<file path="src/rtl/derived_clock_monitor_if.sv">
// Bundle of the derived-clock monitor control inputs and measurement results.
// The master modport drives clk_in/start/gate_len. The slave modport is the monitor.
interface derived_clock_monitor_if #(
    parameter int CW = 32
);
    logic          clk_in;
    logic          start;
    logic [CW-1:0] gate_len;
    logic          rise_stb;
    logic          fall_stb;
    logic          busy;
    logic          done;
    logic          timeout;
    logic          overflow;
    logic [CW-1:0] edge_count;
    logic [CW-1:0] period_last;
    logic [CW-1:0] period_min;
    logic [CW-1:0] period_max;

    modport master (
        output clk_in, start, gate_len,
        input  rise_stb, fall_stb, busy, done, timeout, overflow,
        input  edge_count, period_last, period_min, period_max
    );

    modport slave (
        input  clk_in, start, gate_len,
        output rise_stb, fall_stb, busy, done, timeout, overflow,
        output edge_count, period_last, period_min, period_max
    );
endinterface

</file>
<file path="src/rtl/derived_clock_monitor.sv">
// Edge strobes plus gated rise-count / period measurement of the clk-synchronous
// divider output level.
module derived_clock_monitor #(
    parameter int CW = 32
) (
    input  logic                   clk,
    input  logic                   rst_n,
    derived_clock_monitor_if.slave bus
);
    typedef enum logic [1:0] {
        S_IDLE    = 2'd0,
        S_ARM     = 2'd1,
        S_MEASURE = 2'd2,
        S_DONE    = 2'd3
    } state_t;

    localparam logic [CW-1:0] ZERO = '0;
    localparam logic [CW-1:0] ONES = '1;
    localparam logic [CW-1:0] ONE  = {{(CW-1){1'b0}}, 1'b1};

    state_t        state_r;
    logic          prev_r;
    logic [CW-1:0] gate_r;
    logic [CW-1:0] cnt_r;
    logic [CW-1:0] pcnt_r;
    logic          rise_stb_r;
    logic          fall_stb_r;
    logic          busy_r;
    logic          done_r;
    logic          timeout_r;
    logic          overflow_r;
    logic [CW-1:0] edge_count_r;
    logic [CW-1:0] period_last_r;
    logic [CW-1:0] period_min_r;
    logic [CW-1:0] period_max_r;
    logic          rise_s;
    logic          fall_s;

    // Edge detection against the previous-cycle level
    always_comb begin
        rise_s = bus.clk_in & ~prev_r;
        fall_s = ~bus.clk_in & prev_r;
    end

    // Strobes, measurement FSM and result registers
    always_ff @(posedge clk) begin
        if (!rst_n) begin
            state_r       <= S_IDLE;
            prev_r        <= 1'b1;
            gate_r        <= ZERO;
            cnt_r         <= ZERO;
            pcnt_r        <= ZERO;
            rise_stb_r    <= 1'b0;
            fall_stb_r    <= 1'b0;
            busy_r        <= 1'b0;
            done_r        <= 1'b0;
            timeout_r     <= 1'b0;
            overflow_r    <= 1'b0;
            edge_count_r  <= ZERO;
            period_last_r <= ZERO;
            period_min_r  <= ONES;
            period_max_r  <= ZERO;
        end else begin
            prev_r     <= bus.clk_in;
            rise_stb_r <= rise_s;
            fall_stb_r <= fall_s;
            done_r     <= 1'b0;
            case (state_r)
                S_IDLE, S_DONE: begin
                    if (bus.start) begin
                        gate_r        <= bus.gate_len;
                        cnt_r         <= ZERO;
                        timeout_r     <= 1'b0;
                        overflow_r    <= 1'b0;
                        edge_count_r  <= ZERO;
                        period_last_r <= ZERO;
                        period_min_r  <= ONES;
                        period_max_r  <= ZERO;
                        if (bus.gate_len == ZERO) begin
                            state_r <= S_DONE;
                            done_r  <= 1'b1;
                        end else begin
                            state_r <= S_ARM;
                            busy_r  <= 1'b1;
                        end
                    end else begin
                        state_r <= S_IDLE;
                    end
                end
                S_ARM: begin
                    // The arming rise only opens the window; it is never counted
                    if (rise_s) begin
                        state_r <= S_MEASURE;
                        cnt_r   <= ONE;
                        pcnt_r  <= ONE;
                    end else if (cnt_r == gate_r - ONE) begin
                        state_r   <= S_DONE;
                        busy_r    <= 1'b0;
                        done_r    <= 1'b1;
                        timeout_r <= 1'b1;
                    end else begin
                        cnt_r <= cnt_r + ONE;
                    end
                end
                S_MEASURE: begin
                    if (pcnt_r == ONES) begin
                        overflow_r <= 1'b1;
                    end
                    if (rise_s) begin
                        if (edge_count_r == ONES) begin
                            overflow_r <= 1'b1;
                        end else begin
                            edge_count_r <= edge_count_r + ONE;
                        end
                        period_last_r <= pcnt_r;
                        if (pcnt_r < period_min_r) begin
                            period_min_r <= pcnt_r;
                        end
                        if (pcnt_r > period_max_r) begin
                            period_max_r <= pcnt_r;
                        end
                        pcnt_r <= ONE;
                    end else if (pcnt_r != ONES) begin
                        pcnt_r <= pcnt_r + ONE;
                    end
                    // cnt_r numbers the window cycles 1..gate_len
                    if (cnt_r == gate_r) begin
                        state_r <= S_DONE;
                        busy_r  <= 1'b0;
                        done_r  <= 1'b1;
                    end else begin
                        cnt_r <= cnt_r + ONE;
                    end
                end
                default: begin
                    state_r <= S_IDLE;
                    busy_r  <= 1'b0;
                end
            endcase
        end
    end

    assign bus.rise_stb    = rise_stb_r;
    assign bus.fall_stb    = fall_stb_r;
    assign bus.busy        = busy_r;
    assign bus.done        = done_r;
    assign bus.timeout     = timeout_r;
    assign bus.overflow    = overflow_r;
    assign bus.edge_count  = edge_count_r;
    assign bus.period_last = period_last_r;
    assign bus.period_min  = period_min_r;
    assign bus.period_max  = period_max_r;
endmodule

</file>
<file path="src/flat_wrapper.sv">
// flat-port wrapper written by rule: the top's interface ports become plain ports
module derived_clock_monitor_flat 
#(
    parameter int CW = 32
)
  (clk, rst_n, bus_clk_in, bus_start, bus_gate_len, bus_rise_stb, bus_fall_stb, bus_busy, bus_done, bus_timeout, bus_overflow, bus_edge_count, bus_period_last, bus_period_min, bus_period_max);
  derived_clock_monitor_if #(.CW(CW)) bus_i ();
  input  logic clk;
  input  logic rst_n;
  input wire logic [$bits(bus_i.clk_in)-1:0] bus_clk_in;
  input wire logic [$bits(bus_i.start)-1:0] bus_start;
  input wire logic [$bits(bus_i.gate_len)-1:0] bus_gate_len;
  output wire logic [$bits(bus_i.rise_stb)-1:0] bus_rise_stb;
  output wire logic [$bits(bus_i.fall_stb)-1:0] bus_fall_stb;
  output wire logic [$bits(bus_i.busy)-1:0] bus_busy;
  output wire logic [$bits(bus_i.done)-1:0] bus_done;
  output wire logic [$bits(bus_i.timeout)-1:0] bus_timeout;
  output wire logic [$bits(bus_i.overflow)-1:0] bus_overflow;
  output wire logic [$bits(bus_i.edge_count)-1:0] bus_edge_count;
  output wire logic [$bits(bus_i.period_last)-1:0] bus_period_last;
  output wire logic [$bits(bus_i.period_min)-1:0] bus_period_min;
  output wire logic [$bits(bus_i.period_max)-1:0] bus_period_max;
  assign bus_i.clk_in = bus_clk_in;
  assign bus_i.start = bus_start;
  assign bus_i.gate_len = bus_gate_len;
  assign bus_rise_stb = bus_i.rise_stb;
  assign bus_fall_stb = bus_i.fall_stb;
  assign bus_busy = bus_i.busy;
  assign bus_done = bus_i.done;
  assign bus_timeout = bus_i.timeout;
  assign bus_overflow = bus_i.overflow;
  assign bus_edge_count = bus_i.edge_count;
  assign bus_period_last = bus_i.period_last;
  assign bus_period_min = bus_i.period_min;
  assign bus_period_max = bus_i.period_max;
  derived_clock_monitor #(.CW(CW)) u_core (.clk(clk), .rst_n(rst_n), .bus(bus_i));
endmodule
</file>
<file path="config.mk">
export PLATFORM = sky130hd
export DESIGN_NAME = derived_clock_monitor_flat
export DESIGN_NICKNAME = d
export VERILOG_FILES = /design/src/rtl/derived_clock_monitor_if.sv /design/src/rtl/derived_clock_monitor.sv /design/src/flat_wrapper.sv
export SDC_FILE = /design/constraint.sdc
export NUM_CORES = 1
export LEC_CHECK = 0
export ABC_AREA = 0
export CORE_ASPECT_RATIO = 0.9
export CORE_UTILIZATION = 55
export DETAILED_ROUTE_END_ITERATION = 6
export GPL_ROUTABILITY_DRIVEN = 1
export PLACE_DENSITY = 0.89
export SETUP_SLACK_MARGIN = 0.1
export SLEW_MARGIN = 20
export SYNTH_ARGS = -nofsm -noshare
export SYNTH_HDL_FRONTEND = slang
export SYNTH_SLANG_ARGS = --single-unit
</file>
<file path="constraint.sdc">
create_clock -name clk -period 8.2 [get_ports clk]
set_input_delay 1.23 -clock clk [delete_from_list [all_inputs] [get_ports clk]]
set_output_delay 1.23 -clock clk [all_outputs]
set_load 0.03 [all_outputs]
</file>
# Word level (Yosys, flattened, before mapping)
# Index checks and enable logic that the tools add are counted.
[op_classes]
addsub = 4
n_lt_le_gt_ge = 2
n_eq_ne = 22
muxes = 47
bitwise = 4
n_reduce_logical = 17
[ops]
columns = ["operator", "count"]
rows = [
  ["$mux W32", 15],
  ["$pmux W32 S2", 5],
  ["$add A32 B1 Y32 const B", 3],
  ["$pmux W32 S3", 1],
  ["$eq A32 B32 Y1", 2],
  ["$eq A32 B32 Y1 const B", 2],
  ["$gt A32 B32 Y1", 1],
  ["$logic_not A32 Y1", 1],
  ["$lt A32 B32 Y1", 1],
  ["$ne A32 B32 Y1 const B", 1],
  ["$sub A32 B1 Y32 const B", 1],
  ["$mux W1", 16],
  ["$reduce_and A4 Y1", 4],
  ["$ne A2 B1 Y1 const B", 6],
  ["$mux W2", 5],
  ["$ne A2 B2 Y1 const B", 5],
  ["$reduce_and A3 Y1", 3],
  ["$ne A3 B1 Y1 const B", 2],
  ["$pmux W1 S3", 2],
  ["$pmux W2 S3", 1],
  ["$reduce_and A2 Y1", 3],
  ["$reduce_bool A2 Y1", 3],
  ["$reduce_and A5 Y1", 1],
  ["$eq A2 B2 Y1 const B", 2],
  ["other kinds (7)", 10],
]
[totals]
reg_bits = 233
input_bits = 36
elab_cells = 111

# Longest topological paths before layout
# Gate-level depths: netlist (run 1).
[logic_depth]
word_depth = 5
mapped_depth = 13
depth_no_buf = 11

# Worst setup path before layout (run 1)
# Ideal clock, no wire load.
[synth_path]
path_kind = "reg2reg"
start = "register u_core.gate_r[0]"
end = "register u_core.cnt_r[0]"
arrival_ns = 3.383
path_slack_ns = 4.700
path_stages_with_launch = 13
synth_period_minus_slack_ns = 3.500
cell_sequence = "dfxtp_1 -> inv_1 -> ha_1 -> or4b_1 -> nor2_1 -> xor2_1 -> or4_1 -> or4b_1 -> nand4bb_1 -> or2_2 -> buf_2 -> and2_1 -> a32o_1"
[synth_between]
elab_chain_len = 4
[synth_rtl]
columns = ["item", "line", "rtl"]
rows = [
  ["from (decl)", "derived_clock_monitor.sv:23", "logic [CW-1:0] gate_r;"],
  ["from (signal assigned)", "derived_clock_monitor.sv:71", "gate_r <= bus.gate_len;"],
  ["$sub A32 B1 Y32", "derived_clock_monitor.sv:96", "end else if (cnt_r == gate_r - ONE) begin"],
  ["$eq A32 B32 Y1", "derived_clock_monitor.sv:96", ""],
  ["$ne A3 B2 Y1 (no source line)", "-", ""],
  ["$reduce_and A3 Y1 (no source line) (*)", "-", ""],
  ["to (signal assigned)", "derived_clock_monitor.sv:102", "cnt_r <= cnt_r + ONE;"],
  ["to (signal assigned)", "derived_clock_monitor.sv:132", "cnt_r <= cnt_r + ONE;"],
  ["to (decl)", "derived_clock_monitor.sv:24", "logic [CW-1:0] cnt_r;"],
]
# Every way passes the cells marked *; elsewhere a longest branch is shown, timed or not.
# A chain may end at the register's enable or synchronous reset.

# Worst setup path in the final report (run 1)
[layout_path]
start = "register u_core.gate_r[0]"
end = "register u_core.cnt_r[2]"
# Same word-level chain as after synthesis.

==> results of run 1 <==
worst min-delay path: cells and delay by family (launching register included):
kind,cells,cell delay (ns)
flops,1,0.31
compound gates,1,0.05
simple gates,1,0.05
power breakdown:
part           internal [uW]  switching, uW
sequential              1200            104
clock                    691            451
combinational            381            880
registers in the layout, indices dropped and copies added, names as in the netlist, 2 cells and up:
name,count
u_core.bus.edge_count,32
u_core.bus.period_last,32
u_core.bus.period_max,32
u_core.bus.period_min,32
u_core.cnt_r,32
u_core.gate_r,32
u_core.pcnt_r,32
u_core.state_r,2
per-stage QoR:
stage          cell area (um^2)  setup WS [ns]  util, %  cells
2_1_floorplan             12560          4.700        -   1553
5_1_grt                   15170          3.557    67.59   1973
3_3_place_gp              14320          3.549    63.80   1930
6_report                  15170          3.772    67.59   1973
3_5_place_dp              14320          3.328    63.81   1930
4_1_cts                   15150          3.822    67.51   1973
cells in the mapped netlist, types with 5 or more instances:
library cell | n | area share [%]
or3_1 | 11 | 0.55
o21ai_0 | 32 | 1.3
nand2_1 | 185 | 5.5
nand2b_1 | 12 | 0.60
mux2i_1 | 9 | 0.72
nor4b_1 | 5 | 0.35
nor4_1 | 31 | 1.5
or2_2 | 11 | 0.55
or4_1 | 5 | 0.30
nand3_1 | 92 | 3.7
buf_1 | 9 | 0.27
nor3_1 | 29 | 1.2
and2_1 | 9 | 0.45
o41ai_1 | 5 | 0.35
clkbuf_1 | 79 | 2.4
xor2_1 | 59 | 4.1
nand4_1 | 45 | 2.2
a22oi_1 | 33 | 2.0
o211ai_1 | 11 | 0.66
o31ai_1 | 17 | 1.0
xnor2_1 | 42 | 2.9
and3_1 | 20 | 1.0
a21oi_1 | 99 | 3.9
inv_1 | 82 | 2.5
and4_1 | 9 | 0.63
nor2_1 | 145 | 4.3
buf_2 | 6 | 0.24
a31oi_1 | 7 | 0.35
nor2b_1 | 8 | 0.40
o22a_1 | 33 | 2.3
dfxtp_1 | 233 | 37
a21o_1 | 35 | 2.1
ha_1 | 69 | 6.9
worst min path at each step:
| stage | end | slack, ns | from | depth (start not counted) |
|---|---|---|---|---|
| 3_5_place_dp | u_core.bus.period_last[9]$_SDFFE_PN0P_ | 0.45 | u_core.bus.period_last[9]$_SDFFE_PN0P_ | 2 |
| 2_1_floorplan | u_core.bus.fall_stb$_SDFF_PN0_ | 0.41 | u_core.prev_r$_SDFF_PN1_ | 2 |
| 4_1_cts | u_core.bus.period_last[9]$_SDFFE_PN0P_ | 0.46 | u_core.bus.period_last[9]$_SDFFE_PN0P_ | 2 |
| 5_1_grt | u_core.bus.period_last[12]$_SDFFE_PN0P_ | 0.47 | u_core.bus.period_last[12]$_SDFFE_PN0P_ | 2 |
| 3_3_place_gp | u_core.bus.fall_stb$_SDFF_PN0_ | 0.43 | u_core.prev_r$_SDFF_PN1_ | 2 |
| 6_report | u_core.bus.period_last[3]$_SDFFE_PN0P_ | 0.45 | u_core.bus.period_last[3]$_SDFFE_PN0P_ | 2 |
area by class of cell:
type / count / area [um^2]
Fill cell: 1818 / 7276
Multi-Input combinational cell: 1140 / 7231
Sequential cell: 233 / 4664
Timing Repair Buffer: 178 / 1763
Clock buffer: 38 / 754.5
Tap cell: 297 / 371.6
Inverter: 82 / 309.0
Clock inverter: 5 / 77.57
kinds of logic (layout without fill, tap and decap cells):
family,after synthesis,count (layout),share of synthesized area (%)
AOI/OAI and AO/OA,315,315,16.85
xor gates and xnor gates,101,101,7.043
adders and majority gates,69,69,6.873
buffers and inverters,180,303,5.598
DFF,233,233,37.14
muxes,9,9,0.7172
and+or+nand+nor,646,646,25.78
routing by layer:
layer | vias up | GRT usage (%)
met5 | - | 0
met4 | 0 | 11.04
met3 | 108 | 5.842
met2 | 631 | 48.49
met1 | 5815 | 41.99
li1 | 5716 | -
==> results.sh, run 1 <==
export IMPL_status="completed"
export IMPL_worstReg2RegStart="u_core.gate_r[0]$_SDFFE_PN0P_"
export IMPL_cp_endpoint="u_core.cnt_r[2]$_SDFFE_PN0P_"
export IMPL_dp_hpwl_um=26000
export IMPL_hold_class="register to register"
export IMPL_crit_arrival_ns=4.89
export IMPL_syn_inst=1553
export IMPL_post_cts_buffers=0
export IMPL_area_delta_synth_final_pct=20.78
export IMPL_grt_max_degree=113
export IMPL_die_area_mm2=0.02345
export IMPL_via_per_inst=6.219
export IMPL_clockBufferDepth=3
export IMPL_setup_viol=0
export IMPL_p_leak_uw=0.006035
export IMPL_fin_hold_ws_ns=0.4547
export IMPL_final_common_cell="dfxtp_1"
export IMPL_drv_slew=0
export IMPL_portBuffers=169
export IMPL_p_per_area_mw_per_mm2=244.5
export IMPL_rr_endpoint="u_core.cnt_r[2]$_SDFFE_PN0P_"
export IMPL_cts_hold_buf=0
export IMPL_synth_cell_types=76
export IMPL_crit_path_start_kind="register"
export IMPL_row_count=52
export IMPL_htreeDepth=1
export IMPL_start_util_pct=55.96
export IMPL_die_w_um=161.3
export IMPL_finalCriticalPeriod_ns=4.428
export IMPL_clock_root_buffer="clkbuf_16"
export IMPL_endpoint_kind="register"
export IMPL_yosysWarningCount=0
export IMPL_critPathLaunch="u_core.gate_r[0]$_SDFFE_PN0P_"
export IMPL_gp_congestion=0.9295
export IMPL_critical_path_class="register to register"
export IMPL_grt_pass1_vias=11592
export IMPL_cpMaxStageDelayCell="nor4b_1"
export IMPL_diodes=0
export IMPL_cp_depth=11
export IMPL_core_area_mm2=0.02245
export IMPL_cts_made_buffers=24
export IMPL_period_share_pct=54.00
export IMPL_insertion_delay_ns=0.52
export IMPL_synth_main_ff_cell="dfxtp_1"
export IMPL_mostFrequentLayoutCells="dfxtp_1, nand2_1, clkdlybuf4s50_1"
export IMPL_final_hold_viol_count=0
export IMPL_crit_path_cell_trace="inv_1 > ha_1 > nor4b_1 > nand4_1 > nor4_1 > o22ai_1 > nor4b_1 > nand4bb_1 > o211ai_2 > and2_1 > a211o_1"
export IMPL_power_total_uw=3710
export IMPL_clock_fmax_mhz=225.8
export IMPL_syn_area_mm2=0.01256
export IMPL_cts_clk_slew_worst_paths_ns=0.06
export IMPL_finalSetupTns_ns=0
export IMPL_highest_layer="met4"
export IMPL_ctsResizeCount=0
export IMPL_slew_limit_headroom_pct=25.80
export IMPL_routedWlPerCell_um=18.62
export IMPL_drtIter0Drc=1248
export IMPL_drive_gt1_share_pct=5.370
export IMPL_clock_sinks=233
export IMPL_cp_data_required_time_ns=8.66
export IMPL_ys_ff_latch=233
export IMPL_cap_viol_max_count=0
export IMPL_cp_top_family="simple AND/OR/NAND/NOR gates"
export IMPL_cpPeakStageDelay_ns=0.65
export IMPL_synth_edf_count=0
export IMPL_tightest_slew_ns=1.113
export IMPL_synthesis_nets=1658
export IMPL_firstDrtPassIters=5
export IMPL_ios=170
export IMPL_synth_seq_area_share_pct=37.14
export IMPL_reg2reg_slack_ns=3.77
export IMPL_cts_tree="yes"
export IMPL_die_h_um=145.4
export IMPL_grt_setup_unrepaired="no"
export IMPL_drc=0
export IMPL_grt_pass1_wl_um=59310
export IMPL_synthArstFlopShare_pct=0
export IMPL_skew_ns=0.008560
export IMPL_nets=1764
export IMPL_track_usage_pct=30.78
export IMPL_wl_met3_um=3310
export IMPL_worst_r2r_cell_count=11
export IMPL_ir_drop_uv=193.5
export IMPL_avgSynthCellArea_um2=8.088
export IMPL_gr_total_overflow=0
export IMPL_met2_length_um=16200
export IMPL_path_max_fanout=16
export IMPL_crit_buf_inv=1
export IMPL_antenna_found_initial=0
export IMPL_route_vias_total=12270
export IMPL_wl_met1_um=15930
export IMPL_routed_wl_um=36750
export IMPL_ant_nets=0
export IMPL_cp_common_cell="nor4b_1"
No activity file was read; power rests on OpenSTA's default activity.
==> inputs of run 2 (changes only) <==
--- a/config.mk
+++ b/config.mk
@@ -7,10 +7,10 @@
 export LEC_CHECK = 0
 export ABC_AREA = 0
 export CORE_ASPECT_RATIO = 0.9
-export CORE_UTILIZATION = 55
+export CORE_UTILIZATION = 50
 export DETAILED_ROUTE_END_ITERATION = 6
 export GPL_ROUTABILITY_DRIVEN = 1
-export PLACE_DENSITY = 0.89
+export PLACE_DENSITY = 0.86
 export SETUP_SLACK_MARGIN = 0.1
 export SLEW_MARGIN = 20
 export SYNTH_ARGS = -nofsm -noshare
==> constraint.sdc (replaced) <==
create_clock -name clk -period 3.9 [get_ports clk]
set_input_delay 0.585 -clock clk [delete_from_list [all_inputs] [get_ports clk]]
set_output_delay 0.585 -clock clk [all_outputs]
set_load 0.03 [all_outputs]
==> run 2 against run 1 <==
Compared with the run above: worst setup slack worse by 3.6 ns; non-clock buffer count is 31 higher; wire length barely moved; power rose by 110%; global-route usage fell by 2.7 points; first-iteration DRC count down 5.4%; core utilization shrank 4.2 points; cell count is 3.7% higher; fmax grew 19%; largest power group is now combinational cells.
==> results.sh, run 2 (same netlist as run 1, synthesis figures left out) <==
export IMPL_status="completed"
export IMPL_crit_arrival_ns=4.18
export IMPL_row_count=54
export IMPL_htreeDepth=1
export IMPL_setup_viol=0
export IMPL_worst_r2r_cell_count=9
export IMPL_reg2reg_slack_ns=0.18
export IMPL_fin_hold_ws_ns=0.4457
export IMPL_critical_path_class="register to register"
export IMPL_route_vias_total=12100
export IMPL_skew_ns=0.01028
export IMPL_final_common_cell="dfxtp_1"
export IMPL_clock_root_buffer="clkbuf_16"
export IMPL_drv_slew=0
export IMPL_p_per_area_mw_per_mm2=514.1
export IMPL_antenna_found_initial=0
export IMPL_cp_data_required_time_ns=4.36
export IMPL_die_w_um=169.1
export IMPL_area_delta_synth_final_pct=23.35
export IMPL_grt_max_degree=113
export IMPL_die_h_um=152.4
export IMPL_routed_wl_um=36710
export IMPL_p_leak_uw=0.006208
export IMPL_grt_pass1_vias=11525
export IMPL_cap_viol_max_count=0
export IMPL_drive_gt1_share_pct=7.544
export IMPL_routedWlPerCell_um=17.94
export IMPL_worstReg2RegStart="u_core.gate_r[9]$_SDFFE_PN0P_"
export IMPL_diodes=0
export IMPL_grt_setup_unrepaired="no"
export IMPL_endpoint_kind="register"
export IMPL_portBuffers=169
export IMPL_ir_drop_uv=385.8
export IMPL_via_per_inst=5.914
export IMPL_slew_limit_headroom_pct=26.87
export IMPL_rr_endpoint="u_core.bus.busy$_SDFFE_PN0P_"
export IMPL_track_usage_pct=28.11
export IMPL_ios=170
export IMPL_insertion_delay_ns=0.53
export IMPL_period_share_pct=95.48
export IMPL_whs_endpoint="u_core.bus.fall_stb$_SDFF_PN0_"
export IMPL_clock_sinks=233
export IMPL_holdPathStages=2
export IMPL_grt_pass1_wl_um=59440
export IMPL_cts_made_buffers=25
export IMPL_die_area_mm2=0.02576
export IMPL_clockBufferDepth=3
export IMPL_clock_fmax_mhz=268.6
export IMPL_gp_congestion=0.8981
export IMPL_drc=0
export IMPL_firstDrtPassIters=7
export IMPL_cts_tree="yes"
export IMPL_core_area_mm2=0.02446
export IMPL_finalCriticalPeriod_ns=3.724
export IMPL_final_hold_viol_count=0
export IMPL_crit_path_start_kind="register"
export IMPL_nets=1796
export IMPL_cts_clk_slew_worst_paths_ns=0.06
export IMPL_finalSetupTns_ns=0
export IMPL_path_max_fanout=9
export IMPL_drtIter0Drc=1180
export IMPL_final_util_pct=63.35
export IMPL_hold_class="register to register"
export IMPL_gr_total_overflow=0
export IMPL_hp_start="u_core.prev_r$_SDFF_PN1_"
export IMPL_tightest_slew_ns=1.097
export IMPL_start_util_pct=51.36
export IMPL_ant_nets=0
export IMPL_mostFrequentLayoutCells="dfxtp_1, nand2_1, clkdlybuf4s50_1"
export IMPL_dp_hpwl_um=26290
[run 2: worst max path at each step]
stage | to | startpoint | cells after the start | slack (ns)
finish | u_core.bus.busy$_SDFFE_PN0P_ | u_core.gate_r[9]$_SDFFE_PN0P_ | 9 | 0.18
global route | u_core.bus.busy$_SDFFE_PN0P_ | u_core.gate_r[9]$_SDFFE_PN0P_ | 9 | 0.04
CTS | u_core.cnt_r[31]$_SDFFE_PN0P_ | u_core.gate_r[0]$_SDFFE_PN0P_ | 11 | 0.22
detailed placement | u_core.cnt_r[31]$_SDFFE_PN0P_ | u_core.gate_r[0]$_SDFFE_PN0P_ | 11 | 0.22
global placement | u_core.cnt_r[0]$_SDFFE_PN0P_ | u_core.gate_r[0]$_SDFFE_PN0P_ | 11 | 0.34
floorplan | u_core.cnt_r[0]$_SDFFE_PN0P_ | u_core.gate_r[0]$_SDFFE_PN0P_ | 12 | 0.40
[run 2: where the power goes]
part | switching (uW) | internal [uW]
Clock | 1020 | 1370
Sequential | 210 | 2530
Combinational | 1910 | 932
[run 2: critical path, cell delays in order, from the launching register on]
cell and delay (ns):
dfxtp_1 0.40, nor4_1 0.61, nand4_4 0.28, nor3_1 0.33
xnor2_1 0.10, a211o_1 0.29, or4_4 0.58, or3b_4 0.43
or4_1 0.49, a21oi_1 0.15
[run 2: area by class of cell]
class,count,area (um^2)
clock buffer,31,708.2
clock inverter,15,128.9
inverter,82,309.0
fill,2068,8965
tap,336,420.4
multi-input combinational,1140,7243
sequential,233,4667
timing repair buffer,209,2017
[run 2: routing by layer]
metal | up-vias | global-route usage (%) | share of wire [%]
met5 | - | 0 | 0
met4 | 0 | 7.379 | 2.4
met3 | 63 | 4.130 | 8.1
met2 | 504 | 46.58 | 46
met1 | 5746 | 38.16 | 43
li1 | 5787 | - | -
[run 2: stage by stage]
step                      power [uW]  cell area (um^2)  std cells  setup WS (ns)
after detailed placement        5522             14610       1998         0.2232
final                           7965             15490       2046         0.1765
after floorplan                 4604             12560       1553         0.3996
after global placement          5470             14610       1998         0.3399
after global routing            8314             15490       2046        0.03881
after CTS                       7898             15450       2044         0.2184
[run 2: timing repair]
item                                    4_1_cts  5_1_grt
setup buffers                                 0        2
hold buffers                                  0        0
endpoints found under the setup margin        0       14
gates resized for setup                       0        9
==> inputs of run 3 (changes only) <==
--- a/config.mk
+++ b/config.mk
@@ -16,3 +16,4 @@
 export SYNTH_ARGS = -nofsm -noshare
 export SYNTH_HDL_FRONTEND = slang
 export SYNTH_SLANG_ARGS = --single-unit
+export TNS_END_PERCENT = 10
==> results of run 3 <==
Final layout, timing and power as in run 2 (identical DEF).
